## src/rtl/spi_reg_ctrl_if.sv

```systemverilog
// Byte-level link between the SPI slave datapath (master side) and the
// frame controller (slave side): frame events, received bytes, next TX byte.
interface spi_reg_ctrl_if;
  logic       msg_start;
  logic       msg_end;
  logic       rx_valid;
  logic [7:0] rx_byte;
  logic [7:0] tx_byte;

  modport master (output msg_start, msg_end, rx_valid, rx_byte, input  tx_byte);
  modport slave  (input  msg_start, msg_end, rx_valid, rx_byte, output tx_byte);
endinterface

```

## src/rtl/spi_reg_ctrl.sv

```systemverilog
// SPI frame controller: command/address byte then data bytes with address
// auto-increment, over a small register bank; supplies the next MISO byte.
module spi_reg_ctrl #(
  parameter int         NREGS     = 8,
  parameter logic [7:0] RESET_VAL = 8'h00,
  parameter logic [7:0] ID_VAL    = 8'hA7,
  parameter logic [7:0] SYNC_VAL  = 8'h5A
) (
  input  logic                 clk,
  input  logic                 rst,
  spi_reg_ctrl_if.slave        bus,
  output logic                 wr_strobe,
  output logic [6:0]           wr_addr,
  output logic [8*NREGS-1:0]   regs_out,
  output logic [7:0]           frame_cnt,
  output logic                 busy
);
  typedef enum logic [1:0] {IDLE, CMD, WR, RD} state_t;

  localparam logic [7:0] NREGS_L = 8'(NREGS);

  state_t                  state, state_nxt, state_byte;
  logic [6:0]              addr, addr_nxt;
  logic [7:0]              tx_q, tx_nxt;
  logic [NREGS-1:0][7:0]   bank;
  logic                    we, cnt_inc;

  // ID address outranks the bank so it stays readable for any NREGS.
  function automatic logic [7:0] rd_fn(input logic [6:0] a, input logic [NREGS-1:0][7:0] b);
    rd_fn = 8'h00;
    for (int i = 0; i < NREGS; i++)
      if (a == 7'(i)) rd_fn = b[i];
    if (a == 7'h7F) rd_fn = ID_VAL;
  endfunction

  always_ff @(posedge clk or posedge rst)
    if (rst) state <= IDLE;
    else     state <= state_nxt;

  // state_byte is where the frame stands after this cycle's byte, so a
  // same-cycle msg_end sees the post-byte state.
  always_comb begin
    state_byte = state;
    if (bus.rx_valid && state == CMD)
      state_byte = bus.rx_byte[7] ? RD : WR;
    state_nxt = state_byte;
    if (bus.msg_start)                      state_nxt = CMD;
    else if (bus.msg_end && state != IDLE)  state_nxt = IDLE;
  end

  always_comb begin
    addr_nxt = addr;
    tx_nxt   = tx_q;
    we       = 1'b0;
    cnt_inc  = 1'b0;
    if (bus.msg_start) begin
      tx_nxt = SYNC_VAL;
    end else begin
      if (bus.rx_valid) begin
        case (state)
          CMD: begin
            addr_nxt = bus.rx_byte[6:0];
            tx_nxt   = bus.rx_byte[7] ? rd_fn(bus.rx_byte[6:0], bank) : 8'h00;
          end
          WR: begin
            we       = ({1'b0, addr} < NREGS_L);
            addr_nxt = addr + 7'd1;
          end
          RD: begin
            addr_nxt = addr + 7'd1;
            tx_nxt   = rd_fn(addr + 7'd1, bank);
          end
          default: ;
        endcase
      end
      if (bus.msg_end && state != IDLE) begin
        tx_nxt  = SYNC_VAL;
        cnt_inc = (state_byte == WR) || (state_byte == RD);
      end
    end
  end

  always_ff @(posedge clk or posedge rst)
    if (rst) begin
      tx_q      <= SYNC_VAL;
      addr      <= 7'd0;
      wr_strobe <= 1'b0;
      wr_addr   <= 7'd0;
      frame_cnt <= 8'd0;
      for (int i = 0; i < NREGS; i++) bank[i] <= RESET_VAL;
    end else begin
      tx_q      <= tx_nxt;
      addr      <= addr_nxt;
      wr_strobe <= we;
      frame_cnt <= frame_cnt + 8'(cnt_inc);
      if (we) wr_addr <= addr;
      for (int i = 0; i < NREGS; i++)
        if (we && addr == 7'(i)) bank[i] <= bus.rx_byte;
    end

  assign bus.tx_byte = tx_q;
  assign regs_out    = bank;
  assign busy        = (state != IDLE);
endmodule

```

## src/flat_wrapper.sv

```systemverilog
// flat-port wrapper written by rule: the top's interface ports become plain ports
module spi_reg_ctrl_flat 
#(
  parameter int         NREGS     = 8,
  parameter logic [7:0] RESET_VAL = 8'h00,
  parameter logic [7:0] ID_VAL    = 8'hA7,
  parameter logic [7:0] SYNC_VAL  = 8'h5A
)
  (clk, rst, wr_strobe, wr_addr, regs_out, frame_cnt, busy, bus_msg_start, bus_msg_end, bus_rx_valid, bus_rx_byte, bus_tx_byte);
  spi_reg_ctrl_if bus_i ();
  input  logic clk;
  input  logic rst;
  output logic wr_strobe;
  output logic [6:0] wr_addr;
  output logic [8*NREGS-1:0] regs_out;
  output logic [7:0] frame_cnt;
  output logic busy;
  input wire logic [$bits(bus_i.msg_start)-1:0] bus_msg_start;
  input wire logic [$bits(bus_i.msg_end)-1:0] bus_msg_end;
  input wire logic [$bits(bus_i.rx_valid)-1:0] bus_rx_valid;
  input wire logic [$bits(bus_i.rx_byte)-1:0] bus_rx_byte;
  output wire logic [$bits(bus_i.tx_byte)-1:0] bus_tx_byte;
  assign bus_i.msg_start = bus_msg_start;
  assign bus_i.msg_end = bus_msg_end;
  assign bus_i.rx_valid = bus_rx_valid;
  assign bus_i.rx_byte = bus_rx_byte;
  assign bus_tx_byte = bus_i.tx_byte;
  spi_reg_ctrl #(.NREGS(NREGS), .RESET_VAL(RESET_VAL), .ID_VAL(ID_VAL), .SYNC_VAL(SYNC_VAL)) u_core (.clk(clk), .rst(rst), .bus(bus_i), .wr_strobe(wr_strobe), .wr_addr(wr_addr), .regs_out(regs_out), .frame_cnt(frame_cnt), .busy(busy));
endmodule
```

## config.mk

```make
export PLATFORM = sky130hd
export DESIGN_NAME = spi_reg_ctrl_flat
export DESIGN_NICKNAME = d
export VERILOG_FILES = /design/src/rtl/spi_reg_ctrl_if.sv /design/src/rtl/spi_reg_ctrl.sv /design/src/flat_wrapper.sv
export SDC_FILE = /design/constraint.sdc
export NUM_CORES = 1
export LEC_CHECK = 0
export BUFFER_PORTS_ARGS = -buffer_cell sky130_fd_sc_hd__buf_2
export CORE_MARGIN = 8
export CORE_UTILIZATION = 55
export DETAILED_ROUTE_END_ITERATION = 8
export HOLD_SLACK_MARGIN = 0.06
export PLACE_DENSITY = 0.84
export RECOVER_POWER = 25
export SLEW_MARGIN = 10
export SYNTH_ARGS = -nofsm -noshare
export SYNTH_HDL_FRONTEND = slang
export SYNTH_SLANG_ARGS = --single-unit
```

## constraint.sdc

```tcl
create_clock -name clk -period 3.15 [get_ports clk]
set_input_delay 0.315 -clock clk [delete_from_list [all_inputs] [get_ports clk]]
set_output_delay 0.315 -clock clk [all_outputs]
set_load 0.03 [all_outputs]
```

==> metrics.md, run 1 <==
| Metric | Value |
|---|---|
| Status | complete, but fails checks |
| Failing checks | capacitance limit, slew limit |
| Final Critical Period | 2.59 ns |
| Worst Hold Class | in -> reg |
| Worst VDD drop | 0.274 mV |
| Setup violators final | 0 |
| Slowest-stage cell, CP | nor2_1 |
| Cell Chain, Critical Path | ha_1, nand2b_1, o21ai_0, a21oi_1, nor2_1, buf_4, a31oi_1, o21ai_1, a32o_1 |
| Clk sink count | 97 |
| Syn Inst Count | 536 |
| First-pass DRT Iterations | 5 |
| Core Rows | 36 |
| Total Wirelength | 16100 um |
| Ports | 102 |
| Top_reg_cell synth | dfrtp_1 |
| GPL Wtd Cong | 0.898 |
| CTS tree | built |
| Cell accounting for the most synthesized area | dfrtp_1 |
| Buf/Inv on CP | 1 |
| Layout Nets | 640 |
| Setup bufs post-CTS | 0 |
| Die area | 13500 um^2 |
| Wirelength per Cell | 21.2 um |
| Die height | 116 um |
| Post-synthesis sequential area ratio | 44.1% |
| Syn-to-layout area delta | 13.6% |
| Vias | 4783 |
| CP Capture Type | flop |
| Arrival time worst endpoint | 2.91 ns |
| Worst-Skew Late Latency | 0.37 ns |
| Dpl cell area | 6090 um^2 |
| Slew @ Worst Pin | 2.08 ns |
| Yosys reg bits | 97 |
| RSZ-0062 raised after global routing | false |
| Clock edge transition at the registers on the reported setup and hold paths | 0.10 ns |
| Post-CTS Hold Buffers | 0 |
| Post-synth EDFFs | 0 |
| Overall routing resource usage | 24.4% |
| Crit path required time | 3.46 ns |
| Complex-gate fraction of the synthesized area | 14.5% |
| Netlist Area Pre-Place | 5520 um^2 |
| Avg Cell Area, Syn | 10.3 um^2 |
| Clock Skew | 0.0140 ns |
| Share of layout cells above drive strength 1 | 35.4% |
| Max cap viols | 1 |
| Startpoint types | flop |
| Slew margin rel. | -39.7% |
| # diodes | 0 |
| Most frequent cell after synthesis | dfrtp_1 |
| Port Buffers | 101 |
| Power Density | 451 nW/um^2 |
| Post-DP HPWL | 11800 um |
| Post-CTS sizing | 0 |
| Total Neg Setup Slack | 0 ns |
| Post-route clock period utilization | 82.3% |
| Largest family of logic cells by synthesized area | multiplexers |
| Adder-cell share of the synthesized area | 1.59% |
| Post-Synth Simple-Gate Area | 15.1% |
| First-pass GRT wire length | 25700 um |
| Final Hold Slack | 0.156 ns |
| Ys Warns | 0 |
| Clock root buffer | clkbuf_8 |
| Post-route cell area | 6270 um^2 |
| Core area | 9770 um^2 |
| Final Hold Vio Count | 0 |
| WS Path Type | reg -> reg |
| Starting Density | 56.4% |
| Slew Viols, Final | 47 |
| LEAKAGE | 3.08 nW |
| Net Count, Synth | 556 |
| H-tree depth | 3 |
| Antenna-violating nets left | 0 |
| Largest net degree at the start of global routing | 47 |
| Final Core Density | 64.1% |
| Top delay family on crit path | compound AO/OA/AOI/OAI gates |
| Overflow after GRT | 0 |
| Async set or reset register ratio after synthesis | 100% |
| Area contributors post-synth | dfrtp_1 (42%), mux2_2 (14%), a21oi_1 (3.4%) |
| Post-Synth XOR/XNOR Area | 1.27% |
| Fmax | 386 MHz |
| Num CTS Buffers | 9 |
| Vias per cell | 6.31 |
| Synth cell types | 62 |
| Synth top area share | 42.2% |
| Critical-path maximum fanout | 10 |
| Die width | 116 um |
| Worst path max stage delay | 0.52 ns |
| Initial antenna violation count | 0 |
| Mux share of post-synthesis cell area | 18.9% |
| 1st-iter DRT viols | 490 |
| Clock Path Buffers | 2 |
| Synth cell count leaders | dfrtp_1 (93), mux2_2 (67), nand2_1 (45), a21oi_1 (38), nor2_1 (29) |
| # DRC | 0 |
| Vias in the first global route | 4827 |
[sequential cells by signal, summed over array words and instances (netlist names)]
register,cells
u_core.state,2
u_core.addr,7
u_core.frame_cnt,8
u_core.bus.tx_byte,8
u_core.regs_out,64
u_core.wr_strobe,1
u_core.wr_addr,7
[placed cells by master (no fill, tap or decap), types with 3 or more instances in the layout]
master	n
buf_2	101
dfrtp_1	93
mux2_2	67
nand2_1	45
a21oi_1	38
nor2_1	29
o21ai_0	26
nor2b_1	13
nor3_1	13
o22ai_1	12
buf_4	12
inv_1	11
mux2i_1	11
nand3_1	10
a221oi_1	10
clkbuf_8	10
nand2b_1	8
mux4_2	8
ha_1	7
and3_1	6
a31oi_1	6
or2_2	5
nor3b_1	5
xor2_1	4
o21ai_1	4
xnor2_1	4
o211ai_1	4
dfstp_2	4
or2_1	3
and2_1	3
a22oi_1	3
a2bb2oi_1	3
clkbuf_1	3
[cells by family after synthesis]
family                   Yosys count
AND/OR/NAND/NOR                  158
adder cells (fa/ha/maj)            7
AO/OA/AOI/OAI                    126
flip-flops                        97
multiplexers                      86
buffers and inverters             54
XOR/XNOR                           8
[through the flow]
stage / setup WS (ns) / cells / power, mW
2_1_floorplan: 0.308 / 536 / 1.89
3_3_place_gp: 0.735 / 742 / 2.06
3_5_place_dp: 0.654 / 742 / 2.08
4_1_cts: 0.648 / 758 / 2.82
5_1_grt: 0.339 / 758 / 2.96
6_report: 0.556 / 758 / 2.83
[where the power goes]
part           switching, mW  total (mW)  internal [mW]
Combinational          0.439       0.665          0.226
Sequential            0.0979        1.40           1.30
Clock                  0.449       0.763          0.314
[path summary, 6_finish.rpt]
path	slack, ns	startpoint	cells past startpoint	end
worst max-delay path	0.56	u_core.addr[0]	9	u_core.bus.tx_byte[0]
worst min-delay path	0.16	bus_msg_end	2	u_core.state[1]
worst max register to register	0.56	u_core.addr[0]	9	u_core.bus.tx_byte[0]
worst min register to register	0.49	u_core.frame_cnt[7]	1	u_core.frame_cnt[7]
max in group asynchronous	1.29	rst	3	u_core.frame_cnt[2]
min in group asynchronous	0.49	rst	2	u_core.regs_out[58]
[layout make-up]
| cell class | count | area (um^2) |
|---|---|---|
| Fill cell | 834 | 3510 |
| Multi-Input combinational cell | 385 | 2840 |
| Sequential cell | 97 | 2430 |
| Timing Repair Buffer | 115 | 603 |
| Tap cell | 133 | 166 |
| Clock buffer | 11 | 141 |
| Inverter | 12 | 46.3 |
| Clock inverter | 5 | 38.8 |
[per-layer routing]
metal,GRT usage (%),routed length [um],vias to the layer above
met5,0,0,-
met4,8.82,316,0
met3,3.93,1470,25
met2,38.3,7450,274
met1,33.4,6810,2361
li1,-,-,2123
(Power assumes the default switching activity.)
==> run 2: changes to the inputs <==
Settings changed: CORE_UTILIZATION 55 to 51, PLACE_DENSITY 0.84 to 0.82.
Clock period 3.15 ns to 2.2 ns, I/O delays scaled along.
==> metrics.md, run 2 (synthesis results as in run 1) <==
| Metric | Value |
|---|---|
| Wirelength per Cell | 21.4 um |
| Die width | 120 um |
| Clock Skew | 0.00623 ns |
| Die height | 120 um |
| Final Critical Period | 2.18 ns |
| Worst setup margin | 0.0223 ns |
| GPL Wtd Cong | 0.926 |
| H-tree depth | 3 |
| Largest net degree at the start of global routing | 98 |
| Crit path launch | u_core.addr[0] |
| Worst VDD drop | 0.454 mV |
| Ports | 102 |
| Hold path start | bus_msg_start |
| Clock network power share | 28.9% |
| Post-DP HPWL | 12900 um |
| Fmax | 459 MHz |
| Antenna-violating nets left | 0 |
| Startpoint types | flop |
| Core Rows | 38 |
| RSZ-0062 raised after global routing | true |
| Slew margin rel. | 12.4% |
| # diodes | 0 |
| Overall routing resource usage | 24.2% |
| Arrival time worst endpoint | 2.45 ns |
| Dpl cell area | 6460 um^2 |
| Worst flop-to-flop path startpoint | u_core.addr[0] |
| Final Hold Vio Count | 0 |
| # fillers | 901 |
| Clock edge transition at the registers on the reported setup and hold paths | 0.10 ns |
| CTS tree | built |
| Post-route cell area | 6760 um^2 |
| Status | finished, final reports clean |
| Layout Nets | 686 |
| Vias per cell | 6.09 |
| CP Capture Type | flop |
| Sequential Power Share | 43.9% |
| Largest register FFs | 64 |
| WS Path Type | reg -> reg |
| 1st-iter DRT viols | 412 |
| Crit path required time | 2.47 ns |
| Share of layout cells above drive strength 1 | 42.1% |
| Port Buffers | 101 |
| DP Worst Slack | -0.0449 ns |
| Setup violators final | 0 |
| First-pass DRT Iterations | 5 |
| Total Wirelength | 17400 um |
| Slew Viols, Final | 0 |
| Die area | 14400 um^2 |
| Sw Share | 33.6% |
| Post-route clock period utilization | 99.0% |
| # DRC | 0 |
| Max cap viols | 0 |
| Worst-Skew Late Latency | 0.37 ns |
| Vias in the first global route | 5087 |
| Num CTS Buffers | 9 |
| LEAKAGE | 3.34 nW |
| Clock root buffer | clkbuf_8 |
| First-pass GRT wire length | 27600 um |
| Most common cell after layout, fill and taps aside | buf_2 |
| Core area | 10700 um^2 |
| Most frequent cells in the layout | buf_2 (100), dfrtp_1 (90), mux2_2 (67) |
| Worst Hold Class | in -> reg |
| Clock Path Buffers | 2 |
| Final Core Density | 63.2% |
| Slew @ Worst Pin | 1.31 ns |
| Syn-to-layout area delta | 22.6% |
| Initial antenna violation count | 0 |
| Vias | 4935 |
| Internal power | 2.99 mW |
| Starting Density | 51.6% |
| Psw | 1.51 mW |
| Critical-path maximum fanout | 7 |
| Overflow after GRT | 0 |
| Comb power frac | 27.3% |
| Clk sink count | 97 |
| Power Density | 665 nW/um^2 |
## run 2: cell count changes in the layout (fill, tap and decap cells not counted), sizes merged
cell,change
clkbuf,-2
inv,+1
dlygate4sd3,+2
clkinv,-2
buf,+44
bufinv,+2
## run 2: metrics by stage
stage                     TNS, ns  hold slack [ns]  std cells  power [mW]
after floorplan           -0.0583            0.291        536        2.70
after global routing       -0.304           0.0902        810        4.69
final                           0           0.0953        810        4.50
after global placement          0            0.395        792        3.12
after CTS                       0           0.0792        809        4.45
after detailed placement  -0.0625            0.414        792        3.14
## run 2: power by group through the flow
stage / sequential, mW / clock, mW / combinational (mW)
final: 1.97 / 1.30 / 1.23
after global placement: 1.99 / 0 / 1.13
after floorplan: 2.06 / 0 / 0.644
after CTS: 1.97 / 1.32 / 1.16
after global routing: 1.99 / 1.38 / 1.32
after detailed placement: 2.00 / 0 / 1.14
## run 2: critical path, stage by stage, from the launching register on
cell	delay (ns)
dfrtp_2	0.43
inv_1	0.09
ha_1	0.35
or2_2	0.36
a221oi_1	0.34
o22a_1	0.19
o21ai_1	0.06
a32o_1	0.26
## run 2: timing repair
item / CTS / global route
pin swaps: 0 / 6
endpoints found under the setup margin: 5 / 30
buffers inserted: 0 / 1
resized for setup: 2 / 19
hold buffers: 2 / 0
hold endpoints to repair: 94 / 0
## run 2: per-layer routing
layer | track usage (%) | wire (um) | up-vias
li1 | - | - | 2219
met1 | 30.6 | 7330 | 2459
met2 | 38.6 | 8220 | 215
met3 | 7.09 | 1340 | 42
met4 | 9.13 | 469 | 0
met5 | 0 | 0 | -
## run 2: path summary, 6_finish.rpt
| path | cells after the start | end | slack, ns |
|---|---|---|---|
| setup / recovery | 7 | u_core.bus.tx_byte[0] | 0.02 |
| hold / removal | 2 | u_core.state[1] | 0.1 |
| setup reg to reg | 7 | u_core.bus.tx_byte[0] | 0.02 |
| hold reg to reg | 1 | u_core.frame_cnt[6] | 0.51 |
| max in group asynchronous | 4 | u_core.addr[4] | 0.47 |
| min in group asynchronous | 4 | u_core.regs_out[21] | 0.87 |
## run 2: layout make-up
cell class	count	area, um^2	area share [%]
clock buffers	9	124	1.83
clock inverters	6	90.1	1.33
inverters	12	48.8	0.721
multi-input cells	385	2910	43.0
flip-flops and latches	97	2440	36.0
well taps	140	175	2.59
repair buffers	161	980	14.5
